===== src/rtl/adda_pkg.sv =====
// adda_pkg: shared defaults, midscale helper and upsampler FSM state encoding.
package adda_pkg;
   localparam int DEF_DATA_WIDTH = 14;
   localparam int DEF_SAMPLE_RATE = 4;
   typedef enum logic [2:0] {IDLE, LOAD1, FETCH2, LOAD2, RUN} state_t;
   function automatic int unsigned midscale(input int dw);
      return 32'd1 << (dw - 1);
   endfunction
endpackage


===== src/rtl/interp_upsampler_if.sv =====
// interp_upsampler_if: FIFO-side and DAC-side signals of the interpolating upsampler.
interface interp_upsampler_if #(parameter int DW = 14) ();
   logic ena, fifo_empty, rd_en, data_valid, underrun;
   logic [DW-1:0] dataIn, inter_data;
   modport master (input ena, fifo_empty, dataIn, output rd_en, inter_data, data_valid, underrun);
   modport slave (output ena, fifo_empty, dataIn, input rd_en, inter_data, data_valid, underrun);
endinterface


===== src/rtl/interp_datapath.sv =====
// interp_datapath: P/C segment endpoints and per-phase accumulate producing the registered DAC sample.
module interp_datapath
   import adda_pkg::*;
#(
   parameter int DW = DEF_DATA_WIDTH,
   parameter int L = DEF_SAMPLE_RATE
) (
   input logic clk,
   input logic rst,
   input logic load_p,
   input logic load_c,
   input logic shift,
   input logic first,
   input logic run,
   input logic [DW-1:0] din,
   output logic [DW-1:0] inter_data
);
   localparam int LW = $clog2(L);
   localparam int AW = DW + LW + 1;
   localparam logic [DW-1:0] MID = DW'(midscale(DW));
   logic [DW-1:0] p, c;
   logic signed [DW:0] diff;
   logic signed [AW-1:0] acc, acc_q;
   assign diff = $signed({1'b0, c}) - $signed({1'b0, p});
   // acc = P*L + phase*diff, built by adding diff once per phase
   assign acc = first ? $signed({1'b0, p, {LW{1'b0}}}) : acc_q + AW'(diff);
   always_ff @(posedge clk or negedge rst)
      if (!rst) begin
         p <= MID;
         c <= MID;
         acc_q <= '0;
         inter_data <= MID;
      end else begin
         if (load_p || shift) p <= load_p ? din : c;
         if (load_c) c <= din;
         acc_q <= acc;
         inter_data <= run ? acc[AW-2:LW] : c;
      end
endmodule


===== src/rtl/interp_upsampler.sv =====
// interp_upsampler: pops one FIFO sample per SAMPLE_RATE clocks and emits a linearly
// interpolated sample every clock to the DAC.
module interp_upsampler
   import adda_pkg::*;
#(
   parameter int DATA_WIDTH = DEF_DATA_WIDTH,
   parameter int SAMPLE_RATE = DEF_SAMPLE_RATE
) (
   input logic clk,
   input logic rst,
   interp_upsampler_if.master bus
);
   localparam int LOG2_L = $clog2(SAMPLE_RATE);
   state_t state, state_nxt;
   logic [LOG2_L-1:0] phase;
   logic fetched, rd, run, wrap;
   assign run = state == RUN;
   assign wrap = run && phase == LOG2_L'(SAMPLE_RATE - 1);
   always_comb begin
      state_nxt = state;
      rd = 1'b0;
      case (state)
         IDLE: begin
            rd = bus.ena;
            state_nxt = bus.ena && !bus.fifo_empty ? LOAD1 : IDLE;
         end
         LOAD1: state_nxt = FETCH2;
         FETCH2: begin
            rd = 1'b1;
            state_nxt = bus.fifo_empty ? FETCH2 : LOAD2;
         end
         LOAD2: state_nxt = RUN;
         RUN: begin
            rd = bus.ena && phase == LOG2_L'(SAMPLE_RATE - 2);
            state_nxt = wrap && !fetched && !bus.ena ? IDLE : RUN;
         end
         default: state_nxt = IDLE;
      endcase
   end
   assign bus.rd_en = rst && rd && !bus.fifo_empty;
   always_ff @(posedge clk or negedge rst)
      if (!rst) begin
         state <= IDLE;
         phase <= '0;
         fetched <= 1'b0;
         bus.data_valid <= 1'b0;
         bus.underrun <= 1'b0;
      end else begin
         state <= state_nxt;
         phase <= run ? phase + 1'b1 : '0;
         fetched <= run && bus.rd_en;
         bus.data_valid <= run;
         bus.underrun <= wrap && !fetched && bus.ena;
      end
   // a prefetched sample lands on dataIn exactly in the wrap cycle, so C loads straight from it
   interp_datapath #(.DW(DATA_WIDTH), .L(SAMPLE_RATE)) u_dp (
      .clk(clk),
      .rst(rst),
      .load_p(state == LOAD1),
      .load_c(state == LOAD2 || (wrap && fetched)),
      .shift(wrap && (fetched || bus.ena)),
      .first(phase == '0),
      .run(run),
      .din(bus.dataIn),
      .inter_data(bus.inter_data)
   );
endmodule


===== src/flat_wrapper.sv =====
// flat-port wrapper written by rule: the top's interface ports become plain ports
module interp_upsampler_flat import adda_pkg::*;
#(
   parameter int DATA_WIDTH = DEF_DATA_WIDTH,
   parameter int SAMPLE_RATE = DEF_SAMPLE_RATE
)
  (clk, rst, bus_ena, bus_fifo_empty, bus_dataIn, bus_rd_en, bus_inter_data, bus_data_valid, bus_underrun);
  interp_upsampler_if #(.DW(14)) bus_i ();
  input logic clk;
  input logic rst;
  input wire logic [$bits(bus_i.ena)-1:0] bus_ena;
  input wire logic [$bits(bus_i.fifo_empty)-1:0] bus_fifo_empty;
  input wire logic [$bits(bus_i.dataIn)-1:0] bus_dataIn;
  output wire logic [$bits(bus_i.rd_en)-1:0] bus_rd_en;
  output wire logic [$bits(bus_i.inter_data)-1:0] bus_inter_data;
  output wire logic [$bits(bus_i.data_valid)-1:0] bus_data_valid;
  output wire logic [$bits(bus_i.underrun)-1:0] bus_underrun;
  assign bus_i.ena = bus_ena;
  assign bus_i.fifo_empty = bus_fifo_empty;
  assign bus_i.dataIn = bus_dataIn;
  assign bus_rd_en = bus_i.rd_en;
  assign bus_inter_data = bus_i.inter_data;
  assign bus_data_valid = bus_i.data_valid;
  assign bus_underrun = bus_i.underrun;
  interp_upsampler #(.DATA_WIDTH(DATA_WIDTH), .SAMPLE_RATE(SAMPLE_RATE)) u_core (.clk(clk), .rst(rst), .bus(bus_i));
endmodule

===== config.mk =====
export PLATFORM = sky130hd
export DESIGN_NAME = interp_upsampler_flat
export DESIGN_NICKNAME = d
export VERILOG_FILES = /design/src/rtl/adda_pkg.sv /design/src/rtl/interp_upsampler_if.sv /design/src/rtl/interp_datapath.sv /design/src/rtl/interp_upsampler.sv /design/src/flat_wrapper.sv
export SDC_FILE = /design/constraint.sdc
export NUM_CORES = 1
export LEC_CHECK = 0
export ABC_AREA = 1
export BUFFER_PORTS_ARGS = -buffer_cell sky130_fd_sc_hd__buf_2
export CELL_PAD_IN_SITES_DETAIL_PLACEMENT = 0
export CELL_PAD_IN_SITES_GLOBAL_PLACEMENT = 1
export CORE_ASPECT_RATIO = 1.5
export CORE_UTILIZATION = 26
export DETAILED_ROUTE_END_ITERATION = 7
export PLACE_DENSITY = 0.51
export SETUP_SLACK_MARGIN = 0.15
export SYNTH_ARGS = -nofsm -noshare
export SYNTH_HDL_FRONTEND = slang
export SYNTH_SLANG_ARGS = --single-unit

===== constraint.sdc =====
create_clock -name clk -period 5.9 [get_ports clk]
set_input_delay 1.18 -clock clk [delete_from_list [all_inputs] [get_ports clk]]
set_output_delay 1.18 -clock clk [all_outputs]
set_load 0.02 [all_outputs]

==> results of run 1 <==
[flip-flops by register name (all words and copies together) (netlist names)]
register	flops
u_core.phase	2
u_core.bus.underrun	1
u_core.u_dp.c	14
u_core.u_dp.p	14
u_core.bus.data_valid	1
u_core.u_dp.acc_q	16
u_core.u_dp.inter_data	14
u_core.state	3
u_core.fetched	1
[cell type report]
cell class | count | area (um2)
multi-input combinational | 388 | 2280
clock inverter | 3 | 17.5
clock buffer | 13 | 250
tap | 206 | 258
sequential | 66 | 1660
fill | 1728 | 11200
inverter | 82 | 308
timing repair buffer | 35 | 178
[path summary, 6_finish.rpt]
path / startpoint / endpoint / slack (ns) / depth (start not counted)
setup / recovery: u_core.state[1] / bus_rd_en / 2.19 / 8
hold / removal: u_core.phase[0] / u_core.phase[0] / 0.46 / 1
setup reg to reg: u_core.u_dp.p[0] / u_core.u_dp.inter_data[11] / 2.57 / 16
hold reg to reg: u_core.phase[0] / u_core.phase[0] / 0.46 / 1
max in group asynchronous: rst / u_core.u_dp.c[8] / 4.24 / 2
min in group asynchronous: rst / u_core.u_dp.c[10] / 1.05 / 2
[layout by cell type, fill, tap and decap left out, drive strengths merged, types with 2 or more instances in the layout]
| cell type | instances |
|---|---|
| ha | 35 |
| fa | 2 |
| and2 | 5 |
| nor2 | 28 |
| a31oi | 5 |
| nand3 | 34 |
| o21bai | 2 |
| inv | 82 |
| xnor2 | 5 |
| xor2 | 7 |
| a21oi | 22 |
| dfstp | 3 |
| nand2 | 153 |
| nand4 | 4 |
| clkinv | 2 |
| buf | 35 |
| nor3 | 6 |
| nand3b | 3 |
| clkbuf | 13 |
| or2 | 5 |
| a21o | 2 |
| o211ai | 15 |
| dfrtp | 63 |
| o21ai | 50 |
[per-layer routing]
| metal | GRT usage | vias to the layer above | part of all wire |
|---|---|---|---|
| li1 | - | 1850 | - |
| met1 | 0.179 | 1734 | 0.45 |
| met3 | 0.0184 | 11 | 0.017 |
| met2 | 0.260 | 44 | 0.51 |
| met4 | 0.0504 | 0 | 0.018 |
| met5 | 0 | - | 0 |
[logic make-up (layout without fill, tap and decap cells)]
kind of cell | Yosys count | count (layout) | share of synthesized area
xor+xnor | 12 | 12 | 0.0243
flops | 66 | 66 | 0.383
fa+ha+maj | 37 | 37 | 0.111
compound gates | 99 | 99 | 0.136
simple gates | 240 | 240 | 0.257
buf+inv | 95 | 133 | 0.0884
[per-stage QoR]
step / instances / cell area, um2
2_1_floorplan: 549 / 4320
3_3_place_gp: 777 / 4680
3_5_place_dp: 777 / 4680
4_1_cts: 793 / 4950
5_1_grt: 793 / 4950
6_report: 793 / 4950
==> run_results.csv, run 1 <==
group,metric,value,unit
setup_path,cp_top_family,"buffers and inverters",
synthesis,synth_commonest_cells,"136 x nand2_1, 80 x inv_1, 63 x dfrtp_1, 35 x ha_1, 34 x o21ai_0",
final_layout,fin_nets,637,
cts,cts_setup_buffers,0,
timing,period_share,0.629,
timing,layout_setup_ws,2.19,ns
synthesis,synthesis.area,4320,um2
drt,vias,3639,
timing,relSlewSlack,0.311,
status,status,"complete, no violations",
setup_path,crit_required,4.72,ns
cts,cts_hold_buf,0,
floorplan,ios,35,
placement,pre_cts_slack,2.48,ns
final_layout,drive_above_1_share,0.157,
floorplan,rows,57,
drt,wl_per_cell,14.8,um
synthesis,synth_edf_count,0,
timing,worst_pin_slew,1.03,ns
setup_path,worstSetupEndpointType,"output pin",
setup_path,crit_type,"reg -> out",
floorplan,die_w,107,um
synthesis,yosysMostFrequentCell,"nand2_1",
synthesis,async_flop_share,1.00,
placement,port_buffers,34,
timing,slew_viol_final,0,
grt,grt_max_degree,67,
drt,ant_nets,0,
floorplan,initial_core_util,0.267,
timing,rsz0062_at_grt,"false",
synthesis,synth.ff_latch_count,66,
setup_path,cp_max_fo,24,
grt,grtUsageTotal,0.146,
setup_path,critPathSlowestCell,"inv_1",
job,maxCapViolCount,0,
setup_path,cp_num_buf_inv,3,
synthesis,synth_top_cell_area_share,0.365,
floorplan,die-area,17100,um2
final_layout,area_growth,14.6,%
grt,grt_pass1_vias,3692,
grt,grt_antenna_before_repair,0,
floorplan,coreArea,16200,um2
grt,grt_overflow,0,
cts,cts.sinks,66,
cts,cts_buffers,9,
grt,grt_first_pass_wirelength,19.2,mm
timing,timing.final.crit_period,3.71,ns
hold_path,hp-class,"reg -> reg",
synthesis,ys.warnings.count,0,
timing,fmax,269,MHz
synthesis,yosysTopAreaCell,"dfrtp_1",
synthesis,synthesis.nets,604,
floorplan,fp.dieH,160,um
drt,drtIter0Drc,148,
timing,setup_violations,0,
synthesis,yosysUniqueCellTypes,41,
cts,htreeDepth,3,
synthesis,synth_ff_type,"dfrtp_1",
cts,cts_tree,"done",
cts,cts_root_buf,"clkbuf_16",
setup_path,critPathArrivalTime,2.53,ns
timing,worst_hold_slack,0.460,ns
synthesis,syn_inst,549,
timing,skew,0.0100,ns
drt,avgViaCountPerCell,4.59,
setup_path,max_stage_delay,0.77,ns
setup_path,worstPathCellList,"nor2_1, nand2_1, inv_1, nand3_1, nand2_1, inv_1, nor3_1, buf_2",
drt,drt_wl_total,11.7,mm
timing,hold_violations,0,
timing,fin_tns_setup,0,ns
synthesis,avgSynthCellArea,7.87,um2
drt,firstDrtPassIters,5,
drt,drc,0,
cts,cts_resized,0,
cts,clk_path_buf_depth,2,
setup_path,cp-start-kind,"register",
placement,hpwl,9.10,mm
synthesis,yosys-top-cells-area,"dfrtp_1 37%, nand2_1 12%, ha_1 10%",
final_layout,postLayoutCoreUtil,0.306,
placement,place_congestion,0.789,
cts,clock_latency,0.33,ns
cts,clk_pin_slew,0.05,ns
synthesis,seq_area_frac_synth,0.383,
final_layout,n_antenna_cell,0,
Power of run 1 is not shown: default switching activity piles up to over one toggle a cycle in this logic, so the estimate is an artifact.
==> inputs of run 2 (changes only) <==
==> constraint.sdc (replaced) <==
create_clock -name clk -period 3.7 [get_ports clk]
set_input_delay 0.74 -clock clk [delete_from_list [all_inputs] [get_ports clk]]
set_output_delay 0.74 -clock clk [all_outputs]
set_load 0.02 [all_outputs]
==> run 2 against run 1 <==
  * Utilization increased by 0.38 points
  * Critical path depth is 14 higher
  * Highest routed layer unchanged
  * Flip-flop and latch count stayed put
  * Routed wire length shrank 1.4%
==> run_results.csv, run 2 (synthesized netlist as in run 1, its figures left out) <==
group,metric,value,unit
grt,grt_pass1_vias,3719,
placement,dp_cells,780,
timing,skew,0.00780,ns
drt,drc,0,
timing,timing.final.crit_period,3.23,ns
cts,cts_root_buf,"clkbuf_16",
grt,grt_first_pass_wirelength,18.9,mm
cts,cts.sinks,66,
floorplan,die_w,107,um
final_layout,n_antenna_cell,0,
cts,clk_pin_slew,0.06,ns
floorplan,fp.dieH,160,um
floorplan,rows,57,
floorplan,ios,35,
timing,worst_hold_slack,0.468,ns
drt,drt_wl_total,11.6,mm
final_layout,largest_reg_flops,16,
cts,cts_buffers,9,
drt,firstDrtPassIters,4,
placement,pre_cts_slack,0.451,ns
timing,worst_pin_slew,1.02,ns
setup_path,critPathSlowestCell,"ha_1",
job,maxCapViolCount,0,
cts,cts_tree,"done",
timing,relSlewSlack,0.317,
placement,place_congestion,0.852,
final_layout,multi_input_area,2280,um2
floorplan,coreArea,16200,um2
setup_path,worstPathCellList,"inv_1, ha_1, a21oi_1, nand2_1, a21oi_2, inv_2, nand2_1, nand2_2, nand2_1, nand2_1, xor2_1, inv_1, ha_1, nand2_1, nor2_1, nand4_1, nand3_1, nor2_1, nor2_1, nand2_1, nand3_1, nand2_1",
floorplan,die-area,17100,um2
hold_path,hp-class,"reg -> reg",
final_layout,area_growth,16.0,%
final_layout,regArea,1660,um2
timing,rsz0062_at_grt,"false",
final_layout,drive_above_1_share,0.164,
cts,htreeDepth,3,
setup_path,critPathArrivalTime,3.44,ns
timing,setup_violations,0,
setup_path,worstSetupEndpointType,"register",
setup_path,cp_max_fo,7,
timing,slew_viol_final,0,
timing,fin_tns_setup,0,ns
cts,clock_latency,0.34,ns
grt,grt_antenna_before_repair,0,
final_layout,final_common_cell,"nand2_1",
timing,layout_setup_ws,0.471,ns
drt,drtIter0Drc,160,
timing,hold_violations,0,
final_layout,fin_cells,796,
final_layout,fin_nets,640,
floorplan,initial_core_util,0.267,
final_layout,regMostFlops,"u_core.u_dp.acc_q",
status,status,"complete, no violations",
grt,grt_max_degree,67,
placement,port_buffers,34,
setup_path,crit_type,"reg -> reg",
drt,vias,3610,
drt,avgViaCountPerCell,4.54,
setup_path,crit_required,3.91,ns
placement,hpwl,8.81,mm
final_layout,fillers,1733,
cts,cts_resized,0,
drt,wl_per_cell,14.5,um
grt,grtUsageTotal,0.144,
final_layout,mostFrequentLayoutCells,"136 x nand2_1, 80 x inv_1, 63 x dfrtp_1",
setup_path,max_stage_delay,0.39,ns
setup_path,cp-start-kind,"register",
grt,grt_overflow,0,
setup_path,crit_top_cell,"nand2_1",
cts,clk_path_buf_depth,2,
timing,period_share,0.873,
timing,fmax,310,MHz
drt,ant_nets,0,
cts,cts_setup_buffers,0,
cts,cts_hold_buf,0,
==> run 2: changes by cell type in the layout (fill, tap and decap cells not counted), sizes merged <==
cell | before | now
clkinv | 2 | 1
clkinvlp | 1 | 2
clkbuf | 13 | 12
buf | 35 | 38
bufinv | 0 | 1
==> run 2: worst paths after layout <==
| kind | end | depth (start not counted) | from | slack, ns |
|---|---|---|---|---|
| setup / recovery | u_core.u_dp.inter_data[10] | 22 | u_core.u_dp.p[2] | 0.47 |
| hold / removal | u_core.phase[0] | 1 | u_core.phase[0] | 0.47 |
| setup reg to reg | u_core.u_dp.inter_data[10] | 22 | u_core.u_dp.p[2] | 0.47 |
| hold reg to reg | u_core.phase[0] | 1 | u_core.phase[0] | 0.47 |
| max in group asynchronous | u_core.u_dp.acc_q[0] | 2 | rst | 2.47 |
| min in group asynchronous | u_core.phase[0] | 2 | rst | 0.63 |
==> run 2: critical path, delay by kind of cell, from the launching register on <==
family	cells	cell delay [ns]
simple gates	14	1.34
fa+ha+maj	2	0.76
compound gates	2	0.37
flops	1	0.32
buf+inv	3	0.18
xor+xnor	1	0.13
==> run 2: final cells by class <==
type                       count  share of cell area
clock buffer                  12              0.0512
clock inverter                 4             0.00999
inverter                      82              0.0614
multi-input combinational    388               0.456
sequential                    66               0.330
tap                          206              0.0514
timing repair buffer          38              0.0400
==> run 2: metrics by stage <==
step | instance area (um2) | util
after floorplan | 4320 | -
after global placement | 4700 | 0.291
after detailed placement | 4700 | 0.291
after CTS | 5010 | 0.309
after global routing | 5010 | 0.309
final | 5010 | 0.309
==> run 2: layer usage <==
layer  routed length (um)  global-route usage
met1                 5290               0.179
met2                 5860               0.251
met3                  238              0.0163
met4                  185              0.0567
met5                    0                   0
Power of run 2 is left out for the same reason.
